**config.mk**
```make
export PLATFORM = sky130hd
export DESIGN_NAME = rr_rsp_router
export DESIGN_NICKNAME = d
export VERILOG_FILES = /design/src/rtl/rr_rsp_router.sv
export SDC_FILE = /design/constraint.sdc
export NUM_CORES = 1
export LEC_CHECK = 0
export BUFFER_PORTS_ARGS = -buffer_cell sky130_fd_sc_hd__buf_2
export CAP_MARGIN = 20
export CORE_UTILIZATION = 46
export CTS_CLUSTER_SIZE = 14
export DETAILED_ROUTE_END_ITERATION = 10
export GPL_TIMING_DRIVEN = 0
export PLACE_DENSITY = 0.8
export SLEW_MARGIN = 10
export SYNTH_ARGS = -nofsm -noshare
export SYNTH_HDL_FRONTEND = slang
export SYNTH_SLANG_ARGS = --single-unit
```
**constraint.sdc**
```tcl
create_clock -name clk_i -period 4.3 [get_ports clk_i]
set_input_delay 0.215 -clock clk_i [delete_from_list [all_inputs] [get_ports clk_i]]
set_output_delay 0.215 -clock clk_i [all_outputs]
set_load 0.02 [all_outputs]
```
**src/rtl/rr_rsp_router.sv**
```systemverilog
// rr_rsp_router: response-return companion of a round-robin arbitration tree.
// Records the winning index of every accepted request in an in-order tracking
// FIFO, throttles requests when the FIFO is full, and steers each in-order
// downstream response back to the master that issued the request.
// Optional feature macro: RR_RSP_ROUTER_OUT_REG_EN inserts a 2-entry spill
// register (data + index) in front of the rsp_*_o outputs.
module rr_rsp_router #(
    parameter int unsigned NumOut    = 4,
    parameter int unsigned DataWidth = 32,
    parameter int unsigned MaxTxns   = 8,
    parameter int unsigned IdxWidth  = $clog2(NumOut),
    parameter int unsigned CntWidth  = $clog2(MaxTxns + 1)
) (
    input  logic                 clk_i,
    input  logic                 rst_i,
    input  logic                 flush_i,
    input  logic                 req_valid_i,
    input  logic [IdxWidth-1:0]  req_idx_i,
    output logic                 req_ready_o,
    output logic                 req_valid_o,
    input  logic                 req_ready_i,
    input  logic                 rsp_valid_i,
    input  logic [DataWidth-1:0] rsp_data_i,
    output logic                 rsp_ready_o,
    output logic [NumOut-1:0]    rsp_valid_o,
    output logic [DataWidth-1:0] rsp_data_o,
    input  logic [NumOut-1:0]    rsp_ready_i,
    output logic [CntWidth-1:0]  outstanding_o
);

    localparam int unsigned PtrWidth = (MaxTxns > 1) ? $clog2(MaxTxns) : 1;
    localparam logic [PtrWidth-1:0] LastPtr = PtrWidth'(MaxTxns - 1);
    localparam logic [CntWidth-1:0] FullCnt = CntWidth'(MaxTxns);

    // Circular pointer increment; wraps at the last slot so any depth works.
    function automatic logic [PtrWidth-1:0] ptr_inc(input logic [PtrWidth-1:0] p);
        if (p == LastPtr) begin
            return {PtrWidth{1'b0}};
        end else begin
            return p + PtrWidth'(1);
        end
    endfunction

    // One-hot decode of a master index; out-of-range indices select nobody.
    function automatic logic [NumOut-1:0] idx_decode(input logic [IdxWidth-1:0] idx);
        logic [NumOut-1:0] sel;
        sel = {NumOut{1'b0}};
        for (int i = 0; i < int'(NumOut); i++) begin
            if (idx == IdxWidth'(i)) begin
                sel[i] = 1'b1;
            end else begin
                sel[i] = 1'b0;
            end
        end
        return sel;
    endfunction

    logic [IdxWidth-1:0] idx_mem_r [MaxTxns];
    logic [PtrWidth-1:0] wr_ptr_r;
    logic [PtrWidth-1:0] rd_ptr_r;
    logic [CntWidth-1:0] cnt_r;

    logic                full_s;
    logic                empty_s;
    logic                push_s;
    logic                pop_s;
    logic [IdxWidth-1:0] head_idx_s;
    logic [NumOut-1:0]   head_sel_s;

    // full/empty come from registered state only, so the response side never
    // reaches the request side combinationally.
    assign full_s     = (cnt_r == FullCnt);
    assign empty_s    = (cnt_r == {CntWidth{1'b0}});
    assign head_idx_s = idx_mem_r[rd_ptr_r];
    assign head_sel_s = idx_decode(head_idx_s);

    assign req_valid_o   = req_valid_i & ~full_s;
    assign req_ready_o   = req_ready_i & ~full_s;
    assign push_s        = req_valid_i & req_ready_i & ~full_s;
    assign pop_s         = rsp_valid_i & rsp_ready_o;
    assign outstanding_o = cnt_r;

    // Pointer and fill-level bookkeeping; flush discards same-cycle push/pop.
    always_ff @(posedge clk_i or posedge rst_i) begin
        if (rst_i) begin
            wr_ptr_r <= {PtrWidth{1'b0}};
            rd_ptr_r <= {PtrWidth{1'b0}};
            cnt_r    <= {CntWidth{1'b0}};
        end else if (flush_i) begin
            wr_ptr_r <= {PtrWidth{1'b0}};
            rd_ptr_r <= {PtrWidth{1'b0}};
            cnt_r    <= {CntWidth{1'b0}};
        end else begin
            if (push_s) begin
                wr_ptr_r <= ptr_inc(wr_ptr_r);
            end
            if (pop_s) begin
                rd_ptr_r <= ptr_inc(rd_ptr_r);
            end
            case ({push_s, pop_s})
                2'b10:   cnt_r <= cnt_r + CntWidth'(1);
                2'b01:   cnt_r <= cnt_r - CntWidth'(1);
                default: cnt_r <= cnt_r;
            endcase
        end
    end

    // Tracking storage: the winning index of each accepted request.
    always_ff @(posedge clk_i or posedge rst_i) begin
        if (rst_i) begin
            for (int i = 0; i < int'(MaxTxns); i++) begin
                idx_mem_r[i] <= {IdxWidth{1'b0}};
            end
        end else if (push_s && !flush_i) begin
            idx_mem_r[wr_ptr_r] <= req_idx_i;
        end
    end

`ifdef RR_RSP_ROUTER_OUT_REG_EN
    logic [DataWidth-1:0] sp_data_r [2];
    logic [IdxWidth-1:0]  sp_idx_r  [2];
    logic                 sp_wr_r;
    logic                 sp_rd_r;
    logic [1:0]           sp_cnt_r;
    logic                 sp_push_s;
    logic                 sp_pop_s;
    logic [NumOut-1:0]    sp_sel_s;

    // Input side accepts whenever the spill has room; illegal heads are never taken.
    assign rsp_ready_o = (sp_cnt_r != 2'd2) & ~empty_s & (|head_sel_s);
    assign sp_push_s   = pop_s;
    assign sp_sel_s    = idx_decode(sp_idx_r[sp_rd_r]);
    assign rsp_valid_o = sp_sel_s & {NumOut{sp_cnt_r != 2'd0}};
    assign rsp_data_o  = sp_data_r[sp_rd_r];
    assign sp_pop_s    = |(rsp_valid_o & rsp_ready_i);

    // Two-entry spill FIFO keeps full throughput with a registered output.
    always_ff @(posedge clk_i or posedge rst_i) begin
        if (rst_i) begin
            sp_wr_r  <= 1'b0;
            sp_rd_r  <= 1'b0;
            sp_cnt_r <= 2'd0;
            for (int i = 0; i < 2; i++) begin
                sp_data_r[i] <= {DataWidth{1'b0}};
                sp_idx_r[i]  <= {IdxWidth{1'b0}};
            end
        end else if (flush_i) begin
            sp_wr_r  <= 1'b0;
            sp_rd_r  <= 1'b0;
            sp_cnt_r <= 2'd0;
        end else begin
            if (sp_push_s) begin
                sp_data_r[sp_wr_r] <= rsp_data_i;
                sp_idx_r[sp_wr_r]  <= head_idx_s;
                sp_wr_r            <= ~sp_wr_r;
            end
            if (sp_pop_s) begin
                sp_rd_r <= ~sp_rd_r;
            end
            case ({sp_push_s, sp_pop_s})
                2'b10:   sp_cnt_r <= sp_cnt_r + 2'd1;
                2'b01:   sp_cnt_r <= sp_cnt_r - 2'd1;
                default: sp_cnt_r <= sp_cnt_r;
            endcase
        end
    end
`else
    // Zero-latency routing straight to the head master.
    assign rsp_valid_o = head_sel_s & {NumOut{rsp_valid_i & ~empty_s}};
    assign rsp_ready_o = (|(head_sel_s & rsp_ready_i)) & ~empty_s;
    assign rsp_data_o  = rsp_data_i;
`endif

endmodule
```
# Word-level counts from Yosys, hierarchy flattened
# Index checks and enable logic that the tools add are counted.
[classes]
order_cmp = 3
addsub = 4
reduce_logical = 9
bitwise_logic = 13
n_mux = 18
eq_ne = 8
[ops]
columns = ["op", "count"]
rows = [
  ["3-bit two-way mux", 6],
  ["16-bit bitwise mux", 1],
  ["4-bit bitwise AND", 2],
  ["4-bit greater-or-equal comparator (second input constant)", 2],
  ["3-bit NOT with 4-bit output", 2],
  ["4-bit case mux with 2 select lines", 1],
  ["1-bit bitwise AND", 7],
  ["3-bit by 1-bit adder with 3-bit output (second input constant)", 2],
  ["2-bit binary-select mux with 3-bit select", 1],
  ["2-bit demux with 3-bit select", 1],
  ["2-bit == test (second input constant)", 3],
  ["3-bit == test (second input constant)", 2],
  ["2-bit two-way mux", 3],
  ["4-bit by 1-bit adder with 4-bit output (second input constant)", 1],
  ["2-bit by 1-bit == test with 1-bit output (second input constant)", 2],
  ["4-bit == test (second input constant)", 1],
  ["4-bit zero test", 1],
  ["4-bit by 1-bit less-than comparator with 1-bit output (second input constant)", 1],
  ["1-bit two-way mux", 4],
  ["4-bit two-way mux", 1],
  ["2-bit nonzero test", 2],
  ["4-bit OR reduction", 1],
  ["4-bit by 1-bit subtractor with 4-bit output (second input constant)", 1],
  ["3-bit nonzero test", 1],
  ["other kinds (4)", 6],
]
[word_totals]
reg_bits = 26
word_cells = 66

# Depth between registers and ports, before layout
# Gate-level depths: netlist of run 1.
[logic_depth]
word_depth = 13
mapped_depth = 11

# Least setup slack after synthesis of run 1
# No wires, ideal clock.
[synth_path]
path_type = "register -> register"
start = "register rd_ptr_r[0]"
end = "register cnt_r[3], in the netlist outstanding_o[3]"
path_stages_with_launch = 12
arrival_time_ps = 3194
synth_period_minus_slack_ps = 3322
slack_ps = 978
required_time_ps = 4172
cell_sequence = "dfrtp_1 > buf_6 > mux2_1 > mux4_2 > mux4_2 > nor3_4 > ha_1 > a21o_1 > a21oi_1 > nand4_1 > a21boi_1 > mux2_1"
[synth_between]
elab_chain_len = 13
[synth_lines]
columns = ["item", "line", "text"]
rows = [
  ["start: declaration", "60", "logic [PtrWidth-1:0] rd_ptr_r;"],
  ["start signal: assignment", "87", "rd_ptr_r <= {PtrWidth{1'b0}};"],
  ["start signal: assignment", "91", "rd_ptr_r <= {PtrWidth{1'b0}};"],
  ["start signal: assignment", "98", "rd_ptr_r <= ptr_inc(rd_ptr_r);"],
  ["3-bit NOT with 4-bit output (implied by the code) *", "74", "assign head_idx_s = idx_mem_r[rd_ptr_r];"],
  ["2-bit binary-select mux with 3-bit select *", "74", ""],
  ["2-bit two-way mux (implied by the code) * (2 in series)", "74", ""],
  ["2-bit by 1-bit == test with 1-bit output (tied with other cells)", "49", "if (idx == IdxWidth'(i)) begin"],
  ["1-bit two-way mux", "49", ""],
  ["4-bit bitwise AND *", "170", "assign rsp_ready_o = (|(head_sel_s & rsp_ready_i)) & ~empty_s;"],
  ["4-bit OR reduction *", "170", ""],
  ["1-bit bitwise AND *", "170", ""],
  ["1-bit bitwise AND *", "80", "assign pop_s = rsp_valid_i & rsp_ready_o;"],
  ["2-bit by 1-bit == test with 1-bit output / 2-bit == test (equally long branches)", "100", "case ({push_s, pop_s})"],
  ["4-bit case mux with 2 select lines", "100", ""],
  ["4-bit two-way mux", "89", "end else if (flush_i) begin"],
  ["end signal: assignment", "88", "cnt_r <= {CntWidth{1'b0}};"],
  ["end signal: assignment", "101", "2'b10: cnt_r <= cnt_r + CntWidth'(1);"],
  ["end signal: assignment", "102", "2'b01: cnt_r <= cnt_r - CntWidth'(1);"],
  ["end: declaration", "61", "logic [CntWidth-1:0] cnt_r;"],
]
# Every way passes the cells marked *; elsewhere a longest branch is shown, timed or not. The select of a mux whose other input is x is not followed.
# A chain may end at the register's enable or synchronous reset.

# Final worst setup path of run 1
# Ends and elaborated chain as after synthesis.

==> out/results.tsv, run 1 <==
metric	value	unit
status	completed	
clk_pin_slew_worst_paths	0.09	ns
synthTopCellsByCount	32 x buf_4, 26 x dfrtp_1, 15 x mux2_2, 12 x nor2_1, 10 x nand2_1	
maxCapViolCount	0	
setup_ws	0.640	ns
rows	22	
wl_per_cell	12.4	um
endpoint_kind	register	
fill_cells	323	
cp_max_fo	8	
dr.pass1.iters	4	
die-area	0.00412	mm^2
worst_ep_required_time	4.46	ns
ctsRootBufferMaster	clkbuf_8	
reg2reg_depth	11	
slew_viol_final	0	
crit_arrival	3.82	ns
syn_inst	166	
max_clock_freq	273	MHz
reg2reg_from	rd_ptr_r[0]	
grt_usage	17.3	%
synth.most_common_cell	buf_4	
area_growth	24.7	%
synth_area_leader_cell	dfrtp_1	
clkLatencyLatePin	0.27	ns
clock-sinks	26	
criticalPathCategory	reg -> reg	
antenna_found_initial	0	
synth_nets	217	
syn_avg_cell_area	10.7	um^2
nNetsFinal	278	
max-slew-margin-rel	65.6	%
hold_depth	2	
grt_pass1_vias	1232	
skew	0.00666	ns
ys_seq_area_share	36.5	%
cts_max_path_buffers	2	
syn-cell-area	0.00178	mm^2
totalNegativeSetupSlack	0	ns
grt_overflow	0	
n_antenna_cell	0	
worstMarginPinSlew	0.515	ns
vias	1367	
drc	0	
port_buffers	54	
leakagePower	1.19	nW
grt_pass1_wl	5500	um
cts_tree	built	
finalHoldViolCount	0	
endpoint	outstanding_o[3]	
vdd_drop_max	0.143	mV
min_period_over_period	85.1	%
dpl.hpwl	2580	um
fin_crit	3.66	ns
setup_viol_count_final	0	
rsz0062_at_grt	false	
htreeDepth	1	
wl	3390	um
async_flop_share	100	%
drive_above_1_share	51.8	%
yosys_warnings	0	
grt_start_max_net_pins	27	
core-area	0.00369	mm^2
die_h	64.2	um
synthFlopType	dfrtp_1	
io_pins	87	
gp_congestion	0.822	
ys_top_cells_by_area	dfrtp_1 37%, buf_4 13%, mux2_2 9.5%	
start_util	48.3	%
cts_made_buffers	3	
timing.critical_path.from	rd_ptr_r[0]	
r2r_end	outstanding_o[3]	
dp_cells	268	
synth_edf_count	0	
ys_ff_latch	26	
hp-class	in -> reg	
finalNonFillerCells	274	
pre_cts_ws	0.691	ns
vias_per_cell	4.99	
r2r_slack	0.64	ns
synth_cell_types	33	
drtIter0Drc	35	
die_x	64.2	um
p_per_area	345	mW/mm^2
synth_top_area_share	36.5	%
drtAntennaViolNets	0	
startpoint_type	register	
==> where the power goes <==
part | internal (mW) | switching [mW] | total [mW]
registers | 0.268 | 0.0192 | 0.287
clock network | 0.125 | 0.0788 | 0.203
logic | 0.131 | 0.145 | 0.275
total | 0.523 | 0.243 | 0.766
==> layer usage <==
metal | global-route usage [%] | vias up | part of all wire, %
li1 | - | 663 | -
met1 | 21.1 | 650 | 43
met2 | 32.0 | 50 | 51
met3 | 1.07 | 4 | 4.8
met4 | 5.83 | 0 | 1.3
met5 | 0 | - | 0
==> worst max-delay path, stage by stage (launching register included) <==
cell and delay (ns):
dfrtp_1 0.41, buf_6 0.15, mux2_1 0.33, mux4_2 0.55, mux4_2 0.52, nor3_4 0.30, ha_1 0.28, a21o_1 0.18
a21oi_1 0.21, nand4_1 0.13, a21boi_1 0.18, mux2_1 0.32
==> per-stage QoR <==
| stage | instance area [um^2] | util, % | total power, mW | hold slack [ns] |
|---|---|---|---|---|
| final | 2220 | 60.2 | 0.766 | 0.267 |
| after global routing | 2220 | 60.2 | 0.807 | 0.296 |
| after CTS | 2180 | 59.2 | 0.764 | 0.198 |
| after detailed placement | 2110 | 57.2 | 0.564 | 0.490 |
| after global placement | 2110 | 57.2 | 0.558 | 0.470 |
| after floorplan | 1780 | - | 0.498 | 0.255 |
==> sequential cells by signal, indices dropped and copies added (netlist names) <==
| name | cells |
|---|---|
| wr_ptr_r | 3 |
| idx_mem_r | 16 |
| rd_ptr_r | 3 |
| outstanding_o | 4 |
==> timing repair <==
item                                   4_1_cts  5_1_grt
buffers inserted                             0        0
endpoints found under the hold margin        0        4
hold buffers                                 0        1
gates resized for setup                      0        0
==> how the worst min path moves through the flow <==
| stage | from | to |
|---|---|---|
| after floorplan | rst_i | idx_mem_r[0] |
| after global placement | idx_mem_r[6] | idx_mem_r[6] |
| after detailed placement | rst_i | outstanding_o[3] |
| after CTS | rst_i | outstanding_o[3] |
| after global routing | req_idx_i[1] | idx_mem_r[7] |
| final | req_idx_i[1] | idx_mem_r[7] |
==> cell type report <==
cell class	count	area (um^2)	area share [%]
well taps	48	60.1	2.71
clock buffers	3	41.3	1.86
inverters	5	18.8	0.846
repair buffers	56	308	13.9
flip-flops and latches	26	651	29.3
multi-input cells	99	848	38.2
clock inverters	1	30.0	1.35
plain buffers	36	263	11.8
==> kinds of logic after synthesis <==
logic type,after synthesis,share of synthesized area [%]
and+or+nand+nor,49,14.9
buffers and inverters,41,15.8
muxes,31,23.3
DFF,26,36.5
AOI/OAI and AO/OA,11,3.65
adders and majority gates,7,5.34
xor gates and xnor gates,1,0.492
==> layout by cell type, fill, tap and decap left out, types with 2 or more instances in the layout <==
cell type and count:
mux2_1 6, mux4_2 5, clkbuf_8 3, ha_1 6
nand2b_1 4, mux2_2 15, or3_1 2, nor2b_1 5
dfrtp_1 26, mux2_4 3, nor2_1 12, a21boi_1 2
nand2_1 10, clkbuf_1 3, nor3_1 3, nor3b_1 3
inv_1 5, buf_2 54, a21oi_1 7, mux2i_1 2
buf_4 32, nand3b_1 2
No activity file was read; power rests on OpenSTA's default activity.
==> run 2, diff against run 1 <==
CORE_UTILIZATION = 50   (was 46)
PLACE_DENSITY = 0.86   (was 0.8)
clock period = 4.75 ns   (was 4.3 ns; I/O delays follow)
==> run 2 against run 1 <==
Compared with the run above: register-to-register slack better by 0.44 ns; highest routed layer unchanged; fmax decreased by 0.19%; global-route usage is 0.98 points higher; critical path depth unchanged; non-clock buffer count unchanged; die area is 7.8% lower; clock skew up 0.0072 ns.
==> out/results.tsv, run 2 (synthesis results as in run 1) <==
metric	value	unit	change
finalPower	660	uW	-14%
grt_overflow	0		unchanged
n_antenna_cell	0		unchanged
setup_viol_count_final	0		unchanged
hold_depth	2		unchanged
dr.pass1.iters	4		unchanged
ctsRootBufferMaster	clkbuf_4		
start_util	52.9	%	+4.7 points
io_pins	87		unchanged
cts_setup_buffers	0		unchanged
rsz0062_at_grt	false		
fin_crit	3.67	ns	+0.00685 ns
max_clock_freq	273	MHz	-0.19%
grt_pass1_wl	5030	um	-8.5%
vdd_drop_max	0.285	mV	+99%
leakagePower	1.18	nW	-0.66%
startpoint_type	register		
top_register	idx_mem_r		
clk_pin_slew_worst_paths	0.15	ns	+0.06 ns
r2r_slack	1.08	ns	+0.44 ns
reg2reg_depth	11		unchanged
vias_per_cell	4.98		-0.15%
cts_max_path_buffers	2		unchanged
drc	0		unchanged
worstMarginPinSlew	0.441	ns	-0.0740 ns
cts_made_buffers	3		unchanged
fin_util	65.4	%	+5.2 points
dp_cells	266		-0.75%
port_buffers	54		unchanged
p_per_area	300	mW/mm^2	-13%
drtAntennaViolNets	0		unchanged
finalNonFillerCells	272		-0.73%
clock-sinks	26		unchanged
gp_congestion	0.772		-6.1%
die-area	0.00380	mm^2	-7.8%
slew_viol_final	0		unchanged
crit_arrival	3.89	ns	+0.07 ns
wl	3350	um	-1.1%
layout_common_cells	54 x buf_2, 32 x buf_4, 26 x dfrtp_1		
grt_start_max_net_pins	27		unchanged
grt_pass1_vias	1150		-6.7%
fill_cells	288		-11%
mostFrequentLayoutCell	buf_2		
worst_ep_required_time	4.98	ns	+0.52 ns
vias	1355		-0.88%
grt_usage	18.3	%	+0.98 points
finalHoldViolCount	0		unchanged
area_growth	23.5	%	
die_h	61.7	um	-4.0%
rows	21		-4.5%
setup_ws	1.08	ns	+0.443 ns
max-slew-margin-rel	70.5	%	+4.9 points
r2r_end	outstanding_o[3]		
largest_reg_flops	16		unchanged
endpoint_kind	register		
skew	0.0139	ns	+0.00720 ns
core-area	0.00336	mm^2	-8.8%
clkLatencyLatePin	0.32	ns	+0.05 ns
worstHoldStart	req_idx_i[0]		
hp-class	in -> reg		
antenna_found_initial	0		unchanged
nNetsFinal	278		unchanged
reg2reg_from	rd_ptr_r[0]		
wl_per_cell	12.3	um	-0.39%
pre_cts_ws	1.14	ns	+0.447 ns
maxCapViolCount	0		unchanged
min_period_over_period	77.2	%	-7.9 points
cts_tree	built		
drtIter0Drc	24		-31%
drive_above_1_share	51.8	%	unchanged
criticalPathCategory	reg -> reg		
die_x	61.7	um	-4.0%
totalNegativeSetupSlack	0	ns	unchanged
htreeDepth	1		unchanged
status	completed		
min_to	idx_mem_r[6]		
cp_max_fo	8		unchanged
dpl.hpwl	2590	um	+0.73%
run 2: cell count changes in the layout (fill, tap and decap cells not counted):
| cell | before | now |
|---|---|---|
| clkbuf_8 | 3 | 0 |
| clkbuf_4 | 0 | 3 |
run 2: metal layers:
layer	GRT usage, %	part of all wire, %
met5	0	0
met3	4.62	4.8
met4	3.81	0.75
met2	30.1	50
met1	24.5	44
run 2: worst max-delay path by stage:
stage	from	endpoint	slack, ns	depth (start not counted)
global route	rd_ptr_r[0]	outstanding_o[3]	0.95	11
global placement	rd_ptr_r[0]	outstanding_o[3]	1.23	11
finish	rd_ptr_r[0]	outstanding_o[3]	1.08	11
floorplan	rd_ptr_r[0]	outstanding_o[3]	1.43	11
detailed placement	rd_ptr_r[0]	outstanding_o[3]	1.14	11
CTS	rd_ptr_r[0]	outstanding_o[3]	1.12	11
run 2: timing repair:
action | in CTS | in global routing
hold buffers | 0 | 1
gates resized for setup | 0 | 0
endpoints found under the hold margin | 0 | 4
run 2: through the flow:
stage               hold WS, ns  instance area [um^2]
floorplan                 0.278                  1780
global placement          0.478                  2110
detailed placement        0.487                  2110
CTS                       0.144                  2160
global route              0.219                  2200
finish                    0.234                  2200
run 2: final cells by class:
type	instances	area (um^2)	share of cell area (%)
Multi-Input combinational cell	99	848	38.6
Tap cell	46	57.6	2.62
Sequential cell	26	651	29.6
Clock buffer	3	22.5	1.02
Clock inverter	1	30.0	1.37
Buffer	36	263	12.0
Timing Repair Buffer	56	308	14.0
Inverter	5	18.8	0.854
run 2: critical path, cell delays in order, from the launching register on:
cell and delay, ns:
dfrtp_1 0.42, buf_6 0.17, mux2_1 0.34, mux4_2 0.54, mux4_2 0.51, nor3_4 0.27, ha_1 0.28, a21o_1 0.17
a21oi_1 0.22, nor2_1 0.06, a21boi_1 0.24, mux2_1 0.35
run 2: where the power goes:
| part | internal, mW | switching, mW |
|---|---|---|
| clock | 0.0853 | 0.0657 |
| sequential | 0.242 | 0.0187 |
| combinational | 0.118 | 0.130 |
| total | 0.446 | 0.214 |
==> run 3, diff against run 2 <==
CORE_UTILIZATION = 46   (was 50)
PLACE_DENSITY = 0.8   (was 0.86)
clock period = 3.7 ns   (was 4.75 ns; I/O delays follow)
==> run 3 against run 2 <==
Compared with the run above: hold slack better by 0.0020 ns; total power is 36% higher; register-to-register slack worse by 0.87 ns; clock-buffer cell count stayed put; via count is 1.9% higher; die area is 8.4% higher; clock skew is 0.0084 ns lower; cell area is 1.3% higher; clock power is 58% higher; utilization is 5.0 points lower; non-clock buffer count is 1 higher; critical endpoint unchanged; highest routed layer unchanged.
==> out/results.tsv, run 3 (synthesis results as in run 1) <==
metric	value	unit	change
criticalPathCategory	reg -> reg		
p_per_area	402	mW/mm^2	+34%
cp_max_fo	8		unchanged
fin_crit	3.49	ns	-0.181 ns
dr.pass1.iters	4		unchanged
clk_pin_slew_worst_paths	0.10	ns	-0.05 ns
layout_common_cells	54 x buf_2, 33 x buf_4, 26 x dfrtp_1		
grt_start_max_net_pins	27		unchanged
worstHoldStart	req_idx_i[1]		
wl	3460	um	+3.2%
totalNegativeSetupSlack	0	ns	unchanged
cts_made_buffers	3		unchanged
vias	1381		+1.9%
io_pins	87		unchanged
largest_reg_flops	16		unchanged
slowest_stage	mux4_2		
critical_path_cell_count	11		unchanged
htreeDepth	1		unchanged
r2r_slack	0.21	ns	-0.87 ns
nNetsFinal	279		+0.36%
crit_arrival	3.64	ns	-0.25 ns
die-area	0.00412	mm^2	+8.4%
grt_pass1_vias	1232		+7.1%
die_h	64.2	um	+4.1%
port_buffers	54		unchanged
top_register	idx_mem_r		
rsz0062_at_grt	false		
core-area	0.00369	mm^2	+9.7%
pre_cts_ws	0.0905	ns	-1.05 ns
start_util	48.3	%	-4.7 points
gp_congestion	0.822		+6.5%
mostFrequentLayoutCell	buf_2		
wl_per_cell	12.6	um	+2.1%
fill_cells	324		+13%
startpoint_type	register		
setup_viol_count_final	0		unchanged
drive_above_1_share	52.0	%	+0.21 points
path_buf_inv	1		unchanged
cts_resized	0		unchanged
worstMarginPinSlew	0.515	ns	+0.0738 ns
ctsRootBufferMaster	clkbuf_8		
grt_pass1_wl	5500	um	+9.3%
drc	0		unchanged
status	completed		
cts_tree	built		
rows	22		+4.8%
hp-class	in -> reg		
leakagePower	1.19	nW	+1.0%
timing.critical_path.from	rd_ptr_r[0]		
worst_ep_required_time	3.86	ns	-1.12 ns
antenna_found_initial	0		unchanged
min_period_over_period	94.2	%	+17 points
vdd_drop_max	0.169	mV	-41%
clkLatencyLatePin	0.27	ns	-0.05 ns
grt_overflow	0		unchanged
dpl.hpwl	2580	um	-0.72%
path_delay_family	multiplexers		
hold_depth	2		unchanged
finalHoldViolCount	0		unchanged
clock-sinks	26		unchanged
cts_max_path_buffers	2		unchanged
max-slew-margin-rel	65.6	%	-4.9 points
n_antenna_cell	0		unchanged
endpoint_kind	register		
skew	0.00542	ns	-0.00843 ns
drtAntennaViolNets	0		unchanged
slew_viol_final	0		unchanged
grt_usage	17.3	%	-0.98 points
drtIter0Drc	21		-13%
critPathMaxStageDelay	0.55	ns	about the same
die_x	64.2	um	+4.1%
vias_per_cell	5.02		+0.81%
reg2reg_from	rd_ptr_r[0]		
maxCapViolCount	0		unchanged
setup_ws	0.215	ns	-0.869 ns
max_clock_freq	287	MHz	+5.2%
reg2reg_depth	11		unchanged
worstPathCellList	buf_6 -> mux2_1 -> mux4_2 -> mux4_2 -> nor3_4 -> ha_1 -> a21o_1 -> a21oi_1 -> nand4_1 -> a21boi_1 -> mux2_1		
area_growth	25.1	%	
[run 3: path summary, 6_finish.rpt]
| kind | end |
|---|---|
| max | outstanding_o[3] |
| min | idx_mem_r[7] |
| max reg2reg | outstanding_o[3] |
| min reg2reg | idx_mem_r[7] |
| max in group asynchronous | rd_ptr_r[2] |
| min in group asynchronous | outstanding_o[3] |
[run 3: per-layer routing]
layer	global-route usage (%)	share of wire, %	wire length (um)	up-vias
met2	32.0	51	1750	52
met3	1.07	4.8	166	4
met5	0	0	0	-
met1	21.1	43	1500	662
li1	-	-	-	663
met4	5.83	1.3	45	0
[run 3: per-stage QoR]
step | hold slack (ns) | util [%] | std cells | power, mW | area (um^2)
after floorplan | 0.225 | - | 166 | 0.578 | 1780
after global placement | 0.465 | 57.2 | 268 | 0.648 | 2110
after detailed placement | 0.461 | 57.2 | 268 | 0.656 | 2110
after CTS | 0.168 | 59.2 | 272 | 0.888 | 2180
after global routing | 0.266 | 60.4 | 275 | 0.941 | 2230
final | 0.236 | 60.4 | 275 | 0.895 | 2230
[run 3: area by class of cell]
type                       instances  area (um^2)  share of cell area (%)
sequential                        26          651                    29.2
tap                               48         60.1                    2.70
multi-input combinational         99          848                    38.1
buffer                            36          263                    11.8
clock inverter                     1         30.0                    1.35
inverter                           5         18.8                   0.843
timing repair buffer              57          315                    14.2
clock buffer                       3         41.3                    1.85
[run 3: timing repair]
| item | in CTS | in global routing |
|---|---|---|
| hold buffers | 0 | 1 |
| setup buffers | 0 | 1 |
| hold endpoints to repair | 0 | 4 |
| setup endpoints to repair | 0 | 1 |
[run 3: report_power, final]
| group | internal [mW] | switching, mW | leakage [nW] |
|---|---|---|---|
| Clock | 0.145 | 0.0928 | 0.0357 |
| Combinational | 0.153 | 0.170 | 0.801 |
| Sequential | 0.311 | 0.0224 | 0.353 |
| Total | 0.609 | 0.285 | 1.19 |
